==> src/rtl/ctl_pkg.sv <==
// Shared definitions for the ctl_seq control sequencer: states, opcode map,
// datapath select encodings and the opcode classifier.
package ctl_pkg;

  typedef enum logic [3:0] {
    S_RESET,
    S_FETCH,
    S_DECODE,
    S_ALU,
    S_LD,
    S_ST,
    S_LI,
    S_JZ,
    S_HALT
  } state_e;

  // Non-ALU opcodes sit directly above the ALU range, at ALU_OPS + offset.
  localparam int unsigned OFS_LD  = 0;
  localparam int unsigned OFS_ST  = 1;
  localparam int unsigned OFS_LI  = 2;
  localparam int unsigned OFS_JZ  = 3;
  localparam int unsigned OFS_SYS = 4;

  localparam logic [1:0] ADDR_PC   = 2'd0;
  localparam logic [1:0] ADDR_PC1  = 2'd1;
  localparam logic [1:0] ADDR_REGB = 2'd2;

  localparam logic WSEL_ALU = 1'b0;
  localparam logic WSEL_MEM = 1'b1;

  typedef enum logic [2:0] {
    OPC_ALU,
    OPC_LD,
    OPC_ST,
    OPC_LI,
    OPC_JZ,
    OPC_SYS,
    OPC_BAD
  } op_class_e;

  function automatic op_class_e classify(input int unsigned op,
                                         input int unsigned alu_ops);
    if (op < alu_ops)                  return OPC_ALU;
    else if (op == alu_ops + OFS_LD)   return OPC_LD;
    else if (op == alu_ops + OFS_ST)   return OPC_ST;
    else if (op == alu_ops + OFS_LI)   return OPC_LI;
    else if (op == alu_ops + OFS_JZ)   return OPC_JZ;
    else if (op == alu_ops + OFS_SYS)  return OPC_SYS;
    else                               return OPC_BAD;
  endfunction

endpackage

==> src/rtl/mem_wait_timer.sv <==
// Counts consecutive memory wait cycles; expired fires in the wait cycle that
// brings the count to MEM_TIMEOUT. MEM_TIMEOUT = 0 disables it.
module mem_wait_timer #(
  parameter int unsigned MEM_TIMEOUT = 255
) (
  input  logic clk,
  input  logic reset,
  input  logic clr,
  input  logic run,
  output logic expired
);

  generate
    if (MEM_TIMEOUT == 0) begin : g_off
      logic w_unused;
      assign w_unused = &{1'b0, clk, reset, clr, run};
      assign expired  = 1'b0;
    end else begin : g_on
      localparam int unsigned CW = (MEM_TIMEOUT > 1) ? $clog2(MEM_TIMEOUT) : 1;
      localparam logic [CW-1:0] LAST = CW'(MEM_TIMEOUT - 1);

      logic [CW-1:0] r_cnt;

      // NOTE: sequential state uses non-blocking assignments so every register
      // samples pre-edge values regardless of block ordering.
      always_ff @(posedge clk) begin
        if (reset || clr) begin
          r_cnt <= '0;
        end else if (run) begin
          r_cnt <= r_cnt + CW'(1);
        end
      end

      assign expired = run && (r_cnt == LAST);
    end
  endgenerate

endmodule

==> src/rtl/ctl_seq.sv <==
// Multicycle control sequencer: fetch/decode/execute FSM driving PC, IR,
// register file, ALU and a req/ready memory port with a bus-error timeout.
module ctl_seq #(
  parameter int unsigned WIDTH       = 16,
  parameter int unsigned REGW        = 6,
  parameter int unsigned OPW         = 4,
  parameter int unsigned ALU_OPS     = 8,
  parameter int unsigned MEM_TIMEOUT = 255
) (
  input  logic             clk,
  input  logic             reset,
  input  logic [WIDTH-1:0] ir,
  input  logic             a_zero,
  input  logic             mem_ready,
  output logic             pc_reset,
  output logic             pc_inc,
  output logic             pc_inc2,
  output logic             pc_load,
  output logic             ir_load,
  output logic             mem_req,
  output logic             mem_we,
  output logic [1:0]       mem_addr_sel,
  output logic [REGW-1:0]  reg_raddr_a,
  output logic [REGW-1:0]  reg_raddr_b,
  output logic             reg_we,
  output logic             reg_wsel,
  output logic [OPW-1:0]   alu_op,
  output logic             halted,
  output logic             illegal,
  output logic             bus_err
);
  import ctl_pkg::*;

  generate
    if (OPW + 2 * REGW > WIDTH) begin : g_bad_cfg
      $error("ctl_seq: OPW + 2*REGW must not exceed WIDTH");
    end
  endgenerate

  state_e r_state;
  state_e w_next;
  logic   r_illegal;
  logic   r_bus_err;

  logic [OPW-1:0]  w_op;
  logic [REGW-1:0] w_rd;
  logic [REGW-1:0] w_rs;

  logic       w_mem_state;
  logic       w_expired;
  logic       w_clr;
  logic       w_pc_reset, w_pc_inc, w_pc_inc2, w_pc_load, w_ir_load;
  logic       w_mem_we, w_reg_we, w_reg_wsel;
  logic [1:0] w_addr_sel;
  logic [OPW-1:0] w_alu_op;
  logic       w_set_illegal, w_set_bus_err;

  assign w_op = ir[WIDTH-1 -: OPW];
  assign w_rd = ir[2*REGW-1:REGW];
  assign w_rs = ir[REGW-1:0];

  // Request is a pure function of state, so it stays stable until ready.
  assign w_mem_state = (r_state == S_FETCH) || (r_state == S_LD) ||
                       (r_state == S_ST)    || (r_state == S_LI);

  mem_wait_timer #(.MEM_TIMEOUT(MEM_TIMEOUT)) u_timer (
    .clk     (clk),
    .reset   (reset),
    .clr     (w_clr),
    .run     (w_mem_state && !mem_ready),
    .expired (w_expired)
  );

  assign w_clr = (w_next != r_state) || (w_mem_state && mem_ready);

  always_comb begin
    // NOTE: every signal written here gets a default first, so no path leaves
    // one unassigned and no latch is inferred.
    w_next        = r_state;
    w_pc_reset    = 1'b0;
    w_pc_inc      = 1'b0;
    w_pc_inc2     = 1'b0;
    w_pc_load     = 1'b0;
    w_ir_load     = 1'b0;
    w_mem_we      = 1'b0;
    w_addr_sel    = ADDR_PC;
    w_reg_we      = 1'b0;
    w_reg_wsel    = WSEL_ALU;
    w_alu_op      = '0;
    w_set_illegal = 1'b0;
    w_set_bus_err = 1'b0;

    case (r_state)
      S_RESET: begin
        w_pc_reset = 1'b1;
        w_next     = S_FETCH;
      end
      S_FETCH: begin
        if (mem_ready) begin
          w_ir_load = 1'b1;
          w_next    = S_DECODE;
        end
      end
      S_DECODE: begin
        case (classify(32'(w_op), ALU_OPS))
          OPC_ALU: w_next = S_ALU;
          OPC_LD:  w_next = S_LD;
          OPC_ST:  w_next = S_ST;
          OPC_LI:  w_next = S_LI;
          OPC_JZ:  w_next = S_JZ;
          OPC_SYS: w_next = S_HALT;
          default: begin
            w_next        = S_HALT;
            w_set_illegal = 1'b1;
          end
        endcase
      end
      S_ALU: begin
        w_alu_op = w_op;
        w_reg_we = 1'b1;
        w_pc_inc = 1'b1;
        w_next   = S_FETCH;
      end
      S_LD: begin
        w_addr_sel = ADDR_REGB;
        if (mem_ready) begin
          w_reg_we   = 1'b1;
          w_reg_wsel = WSEL_MEM;
          w_pc_inc   = 1'b1;
          w_next     = S_FETCH;
        end
      end
      S_ST: begin
        w_addr_sel = ADDR_REGB;
        w_mem_we   = 1'b1;
        if (mem_ready) begin
          w_pc_inc = 1'b1;
          w_next   = S_FETCH;
        end
      end
      S_LI: begin
        w_addr_sel = ADDR_PC1;
        if (mem_ready) begin
          w_reg_we   = 1'b1;
          w_reg_wsel = WSEL_MEM;
          w_pc_inc2  = 1'b1;
          w_next     = S_FETCH;
        end
      end
      S_JZ: begin
        w_pc_load = a_zero;
        w_pc_inc  = !a_zero;
        w_next    = S_FETCH;
      end
      S_HALT: w_next = S_HALT;
      default: w_next = S_RESET;
    endcase

    if (w_expired) begin
      w_set_bus_err = 1'b1;
      w_next        = S_HALT;
    end
  end

  always_ff @(posedge clk) begin
    if (reset) begin
      r_state   <= S_RESET;
      r_illegal <= 1'b0;
      r_bus_err <= 1'b0;
    end else begin
      r_state <= w_next;
      if (w_set_illegal) r_illegal <= 1'b1;
      if (w_set_bus_err) r_bus_err <= 1'b1;
    end
  end

  // All outputs are forced low while reset is held, including mid-access.
  assign pc_reset     = !reset && w_pc_reset;
  assign pc_inc       = !reset && w_pc_inc;
  assign pc_inc2      = !reset && w_pc_inc2;
  assign pc_load      = !reset && w_pc_load;
  assign ir_load      = !reset && w_ir_load;
  assign mem_req      = !reset && w_mem_state;
  assign mem_we       = !reset && w_mem_we;
  assign mem_addr_sel = reset ? 2'd0 : w_addr_sel;
  assign reg_raddr_a  = reset ? '0 : w_rd;
  assign reg_raddr_b  = reset ? '0 : w_rs;
  assign reg_we       = !reset && w_reg_we;
  assign reg_wsel     = !reset && w_reg_wsel;
  assign alu_op       = reset ? '0 : w_alu_op;
  assign halted       = !reset && (r_state == S_HALT);
  assign illegal      = !reset && r_illegal;
  assign bus_err      = !reset && r_bus_err;

endmodule

==> config.mk <==
export PLATFORM = sky130hd
export DESIGN_NAME = ctl_seq
export DESIGN_NICKNAME = d
export VERILOG_FILES = /design/src/rtl/ctl_pkg.sv /design/src/rtl/mem_wait_timer.sv /design/src/rtl/ctl_seq.sv
export SDC_FILE = /design/constraint.sdc
export NUM_CORES = 1
export LEC_CHECK = 0
export ABC_AREA = 1
export ABC_CLOCK_PERIOD_IN_PS = 2750
export BUFFER_PORTS_ARGS = -buffer_cell sky130_fd_sc_hd__buf_4
export CORE_MARGIN = 3
export CORE_UTILIZATION = 51
export CTS_CLUSTER_DIAMETER = 40
export DETAILED_ROUTE_END_ITERATION = 12
export GPL_ROUTABILITY_DRIVEN = 0
export GPL_TIMING_DRIVEN = 0
export PLACE_DENSITY_LB_ADDON = 0.12
export SLEW_MARGIN = 10
export SYNTH_ARGS = -nofsm -noshare
export SYNTH_HDL_FRONTEND = slang
export SYNTH_SLANG_ARGS = --single-unit
==> constraint.sdc <==
create_clock -name clk -period 2.75 [get_ports clk]
set_input_delay 0.1375 -clock clk [delete_from_list [all_inputs] [get_ports clk]]
set_output_delay 0.1375 -clock clk [all_outputs]
set_load 0.02 [all_outputs]
Word-level counts from Yosys, hierarchy flattened
Cells that the tools add are included.
{ "word_totals": {"ff_bits": 14, "latchBits": 0, "ram_bits": 0, "rom_bits": 0, "word_cells": 86, "n_memories": 0} }
{ "classes": {"n_addsub": 1, "n_mul": 0, "div_mod_pow": 0, "n_lt_le_gt_ge": 1, "eq_ne": 20, "shifts": 0, "mux": 30, "bitwise_logic": 0, "n_reduce_logical": 30} }
{ "ops": {"columns": ["op", "n"], "rows": [
  ["4-bit one-hot mux with 5 select lines", 2],
  ["4-bit equality test (second input constant)", 6],
  ["4-bit two-way mux", 5],
  ["4-bit by 3-bit equality test with 1-bit output (second input constant)", 4],
  ["1-bit logical AND", 15],
  ["3-bit two-way mux", 5],
  ["6-bit two-way mux", 2],
  ["1-bit two-way mux", 10],
  ["8-bit by 1-bit adder with 8-bit output (second input constant)", 1],
  ["4-bit by 2-bit equality test with 1-bit output (second input constant)", 2],
  ["8-bit equality test (second input constant)", 1],
  ["3-bit by 2-bit equality test with 1-bit output (second input constant)", 2],
  ["3-bit equality test (second input constant)", 2],
  ["2-bit two-way mux", 3],
  ["3-bit OR reduction", 2],
  ["6-bit OR reduction", 1],
  ["1-bit logical OR", 5],
  ["4-bit by 1-bit equality test with 1-bit output (second input constant)", 1],
  ["4-bit logical NOT", 1],
  ["4-bit less-than comparator (second input constant)", 1],
  ["4-bit != test", 1],
  ["2-bit one-hot mux with 2 select lines", 1],
  ["2-bit OR reduction", 2],
  ["3-bit by 1-bit equality test with 1-bit output (second input constant)", 1],
  ["4 further kinds", 6]
]} }

Depth between registers and ports, before layout
Gate-level depths: netlist of run 1.
{ "depth": {"ltp_word": 15, "mapped_depth": 14} }

Modules after synthesis
From an unflattened synthesis of run 1, not the netlist that was laid out.
{ "hier_totals": {"hier_cells": 190, "area_unflattened_um2": 1099.8} }
{ "by_module_without_submodules": {"columns": ["mod", "n_inst", "cells_per_inst", "area_per_inst_um2", "seq_area_each_um2"], "rows": [
  ["ctl_seq", 1, 138, 705.7, 120.1],
  ["mem_wait_timer", 1, 52, 394.1, 160.2]
]} }

Worst setup path after synthesis of run 1
Ideal clock, no wire load.
{ "synth_path": {"path_kind": "register to output", "startpoint": "register r_state[0]", "endpoint": "output port reg_we", "arrival_time_ps": 1504, "required_time_ps": 2612, "slack_ps": 1109, "stages_incl_launch_ff": 4, "n_path_buf": 1, "path_cell_list": "dfxtp_1 buf_6 nor4_1 nand2b_1"} }
{ "synth_via": {"elab_chain_len": 4, "elab_cells_between_ends": 6, "cone_classes": "eq/ne: 3; mux: 1; reduce/logical: 2"} }
{ "synth_rtl": {"columns": ["element", "line_no", "text"], "rows": [
  ["start: declaration", "ctl_seq.sv:40", "state_e r_state;"],
  ["start signal: assignment", "ctl_seq.sv:171", "r_state <= w_next;"],
  ["4-bit by 3-bit equality test with 1-bit output", "ctl_seq.sv:93", "case (r_state)"],
  ["2-bit OR reduction (no source line)", null, null],
  ["1-bit one-hot mux with 2 select lines *", "ctl_seq.sv:93", null],
  ["1-bit logical AND *", "ctl_seq.sv:188", "assign reg_we = !reset && w_reg_we;"],
  ["end: declaration", "ctl_seq.sv:25", "output logic reg_we,"]
]} }
Every way passes the cells marked *; elsewhere a longest branch is shown, timed or not.

Final worst setup path of run 1
{ "layout_path": {"startpoint": "register r_state[0]", "endpoint": "register u_timer.g_on.r_cnt[3]"} }
{ "layout_via": {"elab_chain_len": 10, "elab_cells_between_ends": 24, "cone_classes": "eq/ne: 9; mux: 4; reduce/logical: 11"} }
{ "layout_rtl": {"columns": ["element", "line_no", "text"], "rows": [
  ["branches (longest 10 deep; another with 4-bit one-hot mux with 5 select lines)", null, null],
  ["end signal: assignment", "mem_wait_timer.sv:30", "r_cnt <= r_cnt + CW'(1);"],
  ["end: declaration", "mem_wait_timer.sv:22", "logic [CW-1:0] r_cnt;"]
]} }
Several ways; the timed one is not identified.
A chain may end at the register's enable or synchronous reset.

==> results.py, run 1 <==
metrics = {
    "run_status": {
        "outcome": "finished clean",
    },
    "critical_path": {
        "crit_arrival_ns": 1.86,
        "start_kind": "flop",
        "end_kind": "flop",
        "cp_slowest_cell": "dfxtp_1",
        "cp_max_fo": 8,
        "critical_path.max_stage_delay_ns": 0.32,
        "crit_chain": "buf_6, nand2_2, nand2_1, nor3_1, nand2_1, nand2_1, nand2_1, nand2_1, nor2_4, nand2_4, nor2_2",
        "worstSetupPathType": "reg2reg",
        "required_ns": 2.93,
        "crit_top_cell": "nand2_1",
    },
    "timing": {
        "hold_viol": 0,
        "worstMarginPinSlew_ns": 0.465,
        "fmax_mhz": 595,
        "fin_worst_skew_ns": 0.00490,
        "drv_slew": 0,
        "slew-limit-headroom_pct": 69.0,
        "setup_viol": 0,
        "fin_crit_ns": 1.68,
        "rsz0062_at_grt": "false",
        "fin_tns_setup_ns": 0,
        "fin_crit_sh_pct": 61.1,
    },
    "clocking": {
        "clock_latency_ns": 0.28,
        "hold_buffers": 0,
        "htreeDepth": 1,
        "cts.sinks": 14,
        "cts_resized": 0,
        "cts_root_buf": "clkbuf_4",
        "cts_tree": "yes",
        "post_cts_buffers": 0,
        "path_clk_slew_ns": 0.09,
        "clock_path_buffers": 2,
        "numCtsBuffers": 3,
    },
    "grt": {
        "grt.total_usage_pct": 24.2,
        "overflow": 0,
        "antenna_found_initial": 0,
        "grt_pass1_wl_mm": 5.07,
        "grt_max_degree": 11,
        "grt_pass1_vias": 1177,
    },
    "cells_and_area": {
        "design_area_mm2": 0.00159,
        "mostFrequentLayoutCells": "buf_4, nor2_1, nand2_1",
        "fillers": 163,
        "nets": 263,
        "antennaDiodeCount": 0,
        "layout_commonest_cell": "buf_4",
        "layout-drive-gt1-share_pct": 35.8,
        "multi_input_area_um2": 684,
        "seqCellArea_um2": 280,
        "post-route-util_pct": 77.8,
        "syn_to_final_growth_pct": 38.1,
    },
    "drt": {
        "firstDrtPassIters": 4,
        "vias": 1332,
        "drc": 0,
        "drt_wl_total_mm": 3.12,
        "ant_nets": 0,
        "drt-wirelength-per-cell_um": 11.7,
        "avgViaCountPerCell": 4.99,
        "drt_iter0_drc": 22,
    },
    "floorplanning": {
        "die_area_mm2": 0.00286,
        "fp-row-count": 16,
        "fp.dieW_um": 53.5,
        "initial_core_util_pct": 56.3,
        "die_height_um": 53.5,
        "io_pins": 50,
        "coreArea_mm2": 0.00204,
    },
    "yosys": {
        "ys_warn_count": 0,
        "synth_ff_type": "dfxtp_1",
        "synth_top_area_cell": "dfxtp_1",
        "synth_area_per_cell_um2": 6.15,
        "synth_top_family_by_area": "simple AND/OR/NAND/NOR gates",
        "synth_nets": 209,
        "syn-cell-area_mm2": 0.00115,
        "synth_area_leaders": "dfxtp_1, nor2_1, nand2_1",
        "async_flop_share_pct": 0,
        "synth_fa_ha_area_share_pct": 2.18,
        "ys_seq_area_share_pct": 24.4,
        "synth_top_cell_area_share_pct": 24.4,
        "yosys.cell_types.count": 32,
        "synth_cells": 187,
        "synthMuxAreaShare_pct": 0,
        "synth_edf_count": 0,
        "synth_xor_area_share_pct": 5.33,
        "synthSimpleGateAreaFrac_pct": 48.1,
        "synth_seq_cells": 14,
        "synth_compound_area_share_pct": 3.92,
    },
    "placed_design": {
        "io_buffer_count": 49,
        "postPlaceCellArea_mm2": 0.00155,
        "hpwlAfterDp_mm": 2.34,
    },
    "power_and_ir_drop": {
        "power.density_mw_per_mm2": 326,
        "ir_drop_mv": 0.243,
        "p_leak_nw": 0.841,
    },
    "flow_run": {
        "cap_violations": 0,
    },
    "worst_hold_path": {
        "hold_path_class": "in2reg",
    },
}
==> critical path, delay by kind of cell, from the launching register on <==
kind / cells / cell delay, ns
flops: 1 / 0.32
simple gates: 10 / 1.12
buf+inv: 1 / 0.14
==> power breakdown <==
part	leakage [nW]	switching [W]	total [W]	internal, W
Combinational	0.707	0.0000930	0.000156	0.0000634
Clock	0.0210	0.0000722	0.000153	0.0000805
Sequential	0.113	0.00000225	0.000208	0.000206
Total	0.841	0.000167	0.000517	0.000350
==> state kept, by name, indices dropped and copies added (netlist names) <==
register / flops
r_bus_err: 1
r_illegal: 1
r_state: 4
u_timer.g_on.r_cnt: 8
==> cells in the mapped netlist (2+ instances only) <==
cell type / count
buf_1: 2
buf_6: 2
dfxtp_1: 14
ha_1: 2
inv_1: 30
inv_2: 6
nand2_1: 34
nand2_2: 3
nand3_1: 7
nand3_2: 2
nor2_1: 35
nor2_2: 14
nor3_1: 8
nor4_1: 3
o21ai_0: 3
xnor2_1: 2
xor2_1: 5
==> worst paths after layout <==
kind	startpoint	endpoint	slack [ns]	cells past startpoint
max	r_state[0]	u_timer.g_on.r_cnt[3]	1.07	11
min	ir[13]	r_illegal	0.19	3
max reg2reg	r_state[0]	u_timer.g_on.r_cnt[3]	1.07	11
min reg2reg	r_bus_err	r_bus_err	0.47	2
==> per-stage QoR <==
stage | hold slack, ns | power [W] | std cells | worst slack [ns]
after global placement | 0.446 | 0.000363 | 263 | 1.15
after detailed placement | 0.461 | 0.000366 | 263 | 1.11
after global routing | 0.236 | 0.000547 | 267 | 0.917
final | 0.191 | 0.000517 | 267 | 1.07
after CTS | 0.190 | 0.000519 | 267 | 1.08
after floorplan | 0.334 | 0.000308 | 187 | 1.11
==> cell families (layout without fill, tap and decap cells) <==
| logic type | after synthesis | count (layout) |
|---|---|---|
| simple gates | 113 | 113 |
| buf+inv | 43 | 96 |
| flops | 14 | 14 |
| compound gates | 8 | 8 |
| xor+xnor | 7 | 7 |
| fa+ha+maj | 2 | 2 |
==> routing by layer <==
layer	wire, um	part of all wire, %	GRT usage, %	up-vias
met3	366	12	5.63	8
met2	1450	46	41.8	64
met4	63	2.0	10.2	0
met1	1250	40	28.1	584
li1	-	-	-	676
met5	0	0	0	-
==> final cells by class <==
cell class	instances	area share (%)
tap	27	2.13
clock buffer	4	2.29
sequential	14	17.7
inverter	37	9.06
timing repair buffer	49	23.2
multi-input combinational	130	43.1
buffer	6	2.60
No activity file was read; power rests on OpenSTA's default activity.
==> run 2, diff against run 1 <==
- ABC_CLOCK_PERIOD_IN_PS: 2750 -> 1500
- CORE_UTILIZATION: 51 -> 42
- clock period: 2.75 -> 1.5 ns (I/O delays scaled with it)
==> run 2 against run 1 <==
Compared with the run above:
- the flow now finishes with violations (negative setup slack)
- combinational power increased by 130%
- non-clock buffer count rose by 19
- via count increased by 5.6%
- count of clock-buffer cells in the layout is 1 lower
- worst setup slack got worse by 1.1 ns
- utilization is 2.2 points lower
- critical endpoint unchanged
- sequential share of layout area is 2.5 points lower
- sequential power grew 83%
- die area up 19%
- critical path depth is 1 lower
- cell count increased by 7.9%
- final area rose by 21%
==> results.py, run 2 (synthesized netlist as in run 1, its figures left out) <==
metrics = {
    "cells_and_area": {
        "nets": 282,
        "regMostFlops": "u_timer.g_on.r_cnt",
        "syn_to_final_growth_pct": 67.1,
        "antennaDiodeCount": 0,
        "largest_reg_flops": 8,
        "post-route-util_pct": 75.5,
        "layout-drive-gt1-share_pct": 53.1,
        "fillers": 196,
        "multi_input_area_um2": 841,
        "top_regs": "u_timer.g_on.r_cnt x8, r_state x4",
        "seqCellArea_um2": 290,
        "layout_commonest_cell": "buf_4",
        "mostFrequentLayoutCells": "buf_4, inv_1, nor2_1",
    },
    "timing": {
        "fmax_mhz": 634,
        "setup_viol": 10,
        "fin_crit_ns": 1.58,
        "slew-limit-headroom_pct": 67.3,
        "fin_crit_sh_pct": 105,
        "setup_ws_ns": -0.0764,
        "worstMarginPinSlew_ns": 0.491,
        "drv_slew": 0,
        "rsz0062_at_grt": "true",
        "fin_worst_skew_ns": 0.00342,
        "hold_viol": 0,
        "fin_tns_setup_ns": -0.502,
    },
    "floorplanning": {
        "die_height_um": 58.3,
        "fp.dieW_um": 58.3,
        "coreArea_mm2": 0.00254,
        "io_pins": 50,
        "fp-row-count": 18,
        "initial_core_util_pct": 45.2,
        "die_area_mm2": 0.00340,
    },
    "grt": {
        "grt_pass1_vias": 1143,
        "grt_max_degree": 11,
        "antenna_found_initial": 0,
        "grt.total_usage_pct": 18.5,
        "grt_pass1_wl_mm": 4.86,
        "overflow": 0,
    },
    "critical_path": {
        "cp_slowest_cell": "dfxtp_2",
        "cp_num_buf_inv": 2,
        "required_ns": 1.73,
        "end_kind": "flop",
        "critical_path.max_stage_delay_ns": 0.33,
        "crit_arrival_ns": 1.81,
        "crit_chain": "buf_8, inv_8, nand2_4, nor2_2, nor2_1, nor3_2, nand3_2, nor2_4, nand2_4, nor2_4",
        "cp_max_fo": 8,
        "critPathTopFamily": "simple AND/OR/NAND/NOR gates",
        "start_kind": "flop",
        "worstSetupPathType": "reg2reg",
        "rr_worst_depth": 10,
        "r2r-end": "u_timer.g_on.r_cnt[3]",
        "regToRegStartpoint": "r_state[0]",
        "reg2reg_slack_ns": -0.08,
    },
    "power_and_ir_drop": {
        "p_leak_nw": 0.967,
        "power.density_mw_per_mm2": 501,
        "ir_drop_mv": 0.462,
    },
    "run_status": {
        "outcome": "complete, but fails checks",
        "violations": "negative setup slack",
    },
    "drt": {
        "avgViaCountPerCell": 4.88,
        "drt_wl_total_mm": 3.56,
        "firstDrtPassIters": 4,
        "vias": 1406,
        "drt-wirelength-per-cell_um": 12.4,
        "drt_iter0_drc": 41,
        "ant_nets": 0,
        "drc": 0,
    },
    "clocking": {
        "clock_latency_ns": 0.28,
        "cts_tree": "yes",
        "path_clk_slew_ns": 0.08,
        "clock_path_buffers": 2,
        "cts_root_buf": "clkbuf_4",
        "hold_buffers": 0,
        "numCtsBuffers": 3,
        "cts.sinks": 14,
        "htreeDepth": 1,
    },
    "placed_design": {
        "hpwlAfterDp_mm": 2.22,
        "io_buffer_count": 49,
        "pre_cts_slack_ns": -0.121,
    },
    "worst_hold_path": {
        "hold_path_class": "in2reg",
        "hold_end": "r_illegal",
        "min_from": "ir[13]",
        "whs_path_depth": 3,
    },
    "flow_run": {
        "cap_violations": 0,
    },
}
run 2: changes by cell type in the layout (fill, tap and decap cells not counted), sizes merged:
cell | before | now
buf | 54 | 73
clkbuf | 5 | 4
run 2: layout make-up:
class | count | area share, %
multi-input cells | 130 | 43.8
well taps | 30 | 1.95
inverters | 37 | 7.75
repair buffers | 68 | 27.7
flip-flops and latches | 14 | 15.1
plain buffers | 6 | 2.54
clock buffers | 3 | 1.17
run 2: per-layer routing:
layer  wire length (um)  GRT usage, %
met3                259          4.61
met2               1740          30.1
met5                  0             0
met4                 79          5.63
met1               1480          24.1
run 2: what timing repair did:
action / in CTS / in global routing
resized for setup: 17 / 40
pin swaps: 6 / 12
setup buffers: 9 / 10
setup endpoints to repair: 16 / 18
run 2: power breakdown:
group / internal, W / switching [W]
sequential: 0.000377 / 0.00000430
combinational: 0.000162 / 0.000204
clock: 0.0000933 / 0.000122
total: 0.000633 / 0.000330
run 2: worst max-delay path by stage:
stage | startpoint | to | slack (ns) | cells after the start
5_1_grt | r_state[0] | u_timer.g_on.r_cnt[3] | -0.15 | 11
4_1_cts | u_timer.g_on.r_cnt[0] | u_timer.g_on.r_cnt[6] | -0.006 | 13
2_1_floorplan | u_timer.g_on.r_cnt[0] | u_timer.g_on.r_cnt[0] | 0.06 | 13
3_3_place_gp | u_timer.g_on.r_cnt[0] | u_timer.g_on.r_cnt[1] | -0.11 | 13
3_5_place_dp | u_timer.g_on.r_cnt[0] | u_timer.g_on.r_cnt[4] | -0.12 | 13
6_report | r_state[0] | u_timer.g_on.r_cnt[3] | -0.08 | 10
run 2: worst register-to-register path: stages (launching register included):
cell and delay [ns]:
dfxtp_2 0.33, buf_8 0.14, inv_8 0.07, nand2_4 0.06
nor2_2 0.13, nor2_1 0.09, nor3_2 0.23, nand3_2 0.12
nor2_4 0.11, nand2_4 0.12, nor2_4 0.11
run 2: stage by stage:
stage | total power, W | instance area (um2) | std cells | hold slack, ns
after floorplan | 0.000565 | 1160 | 187 | 0.205
after global placement | 0.000672 | 1560 | 266 | 0.399
after detailed placement | 0.000673 | 1560 | 266 | 0.400
after CTS | 0.000926 | 1710 | 278 | 0.0995
after global routing | 0.00101 | 1920 | 288 | 0.140
final | 0.000963 | 1920 | 288 | 0.100
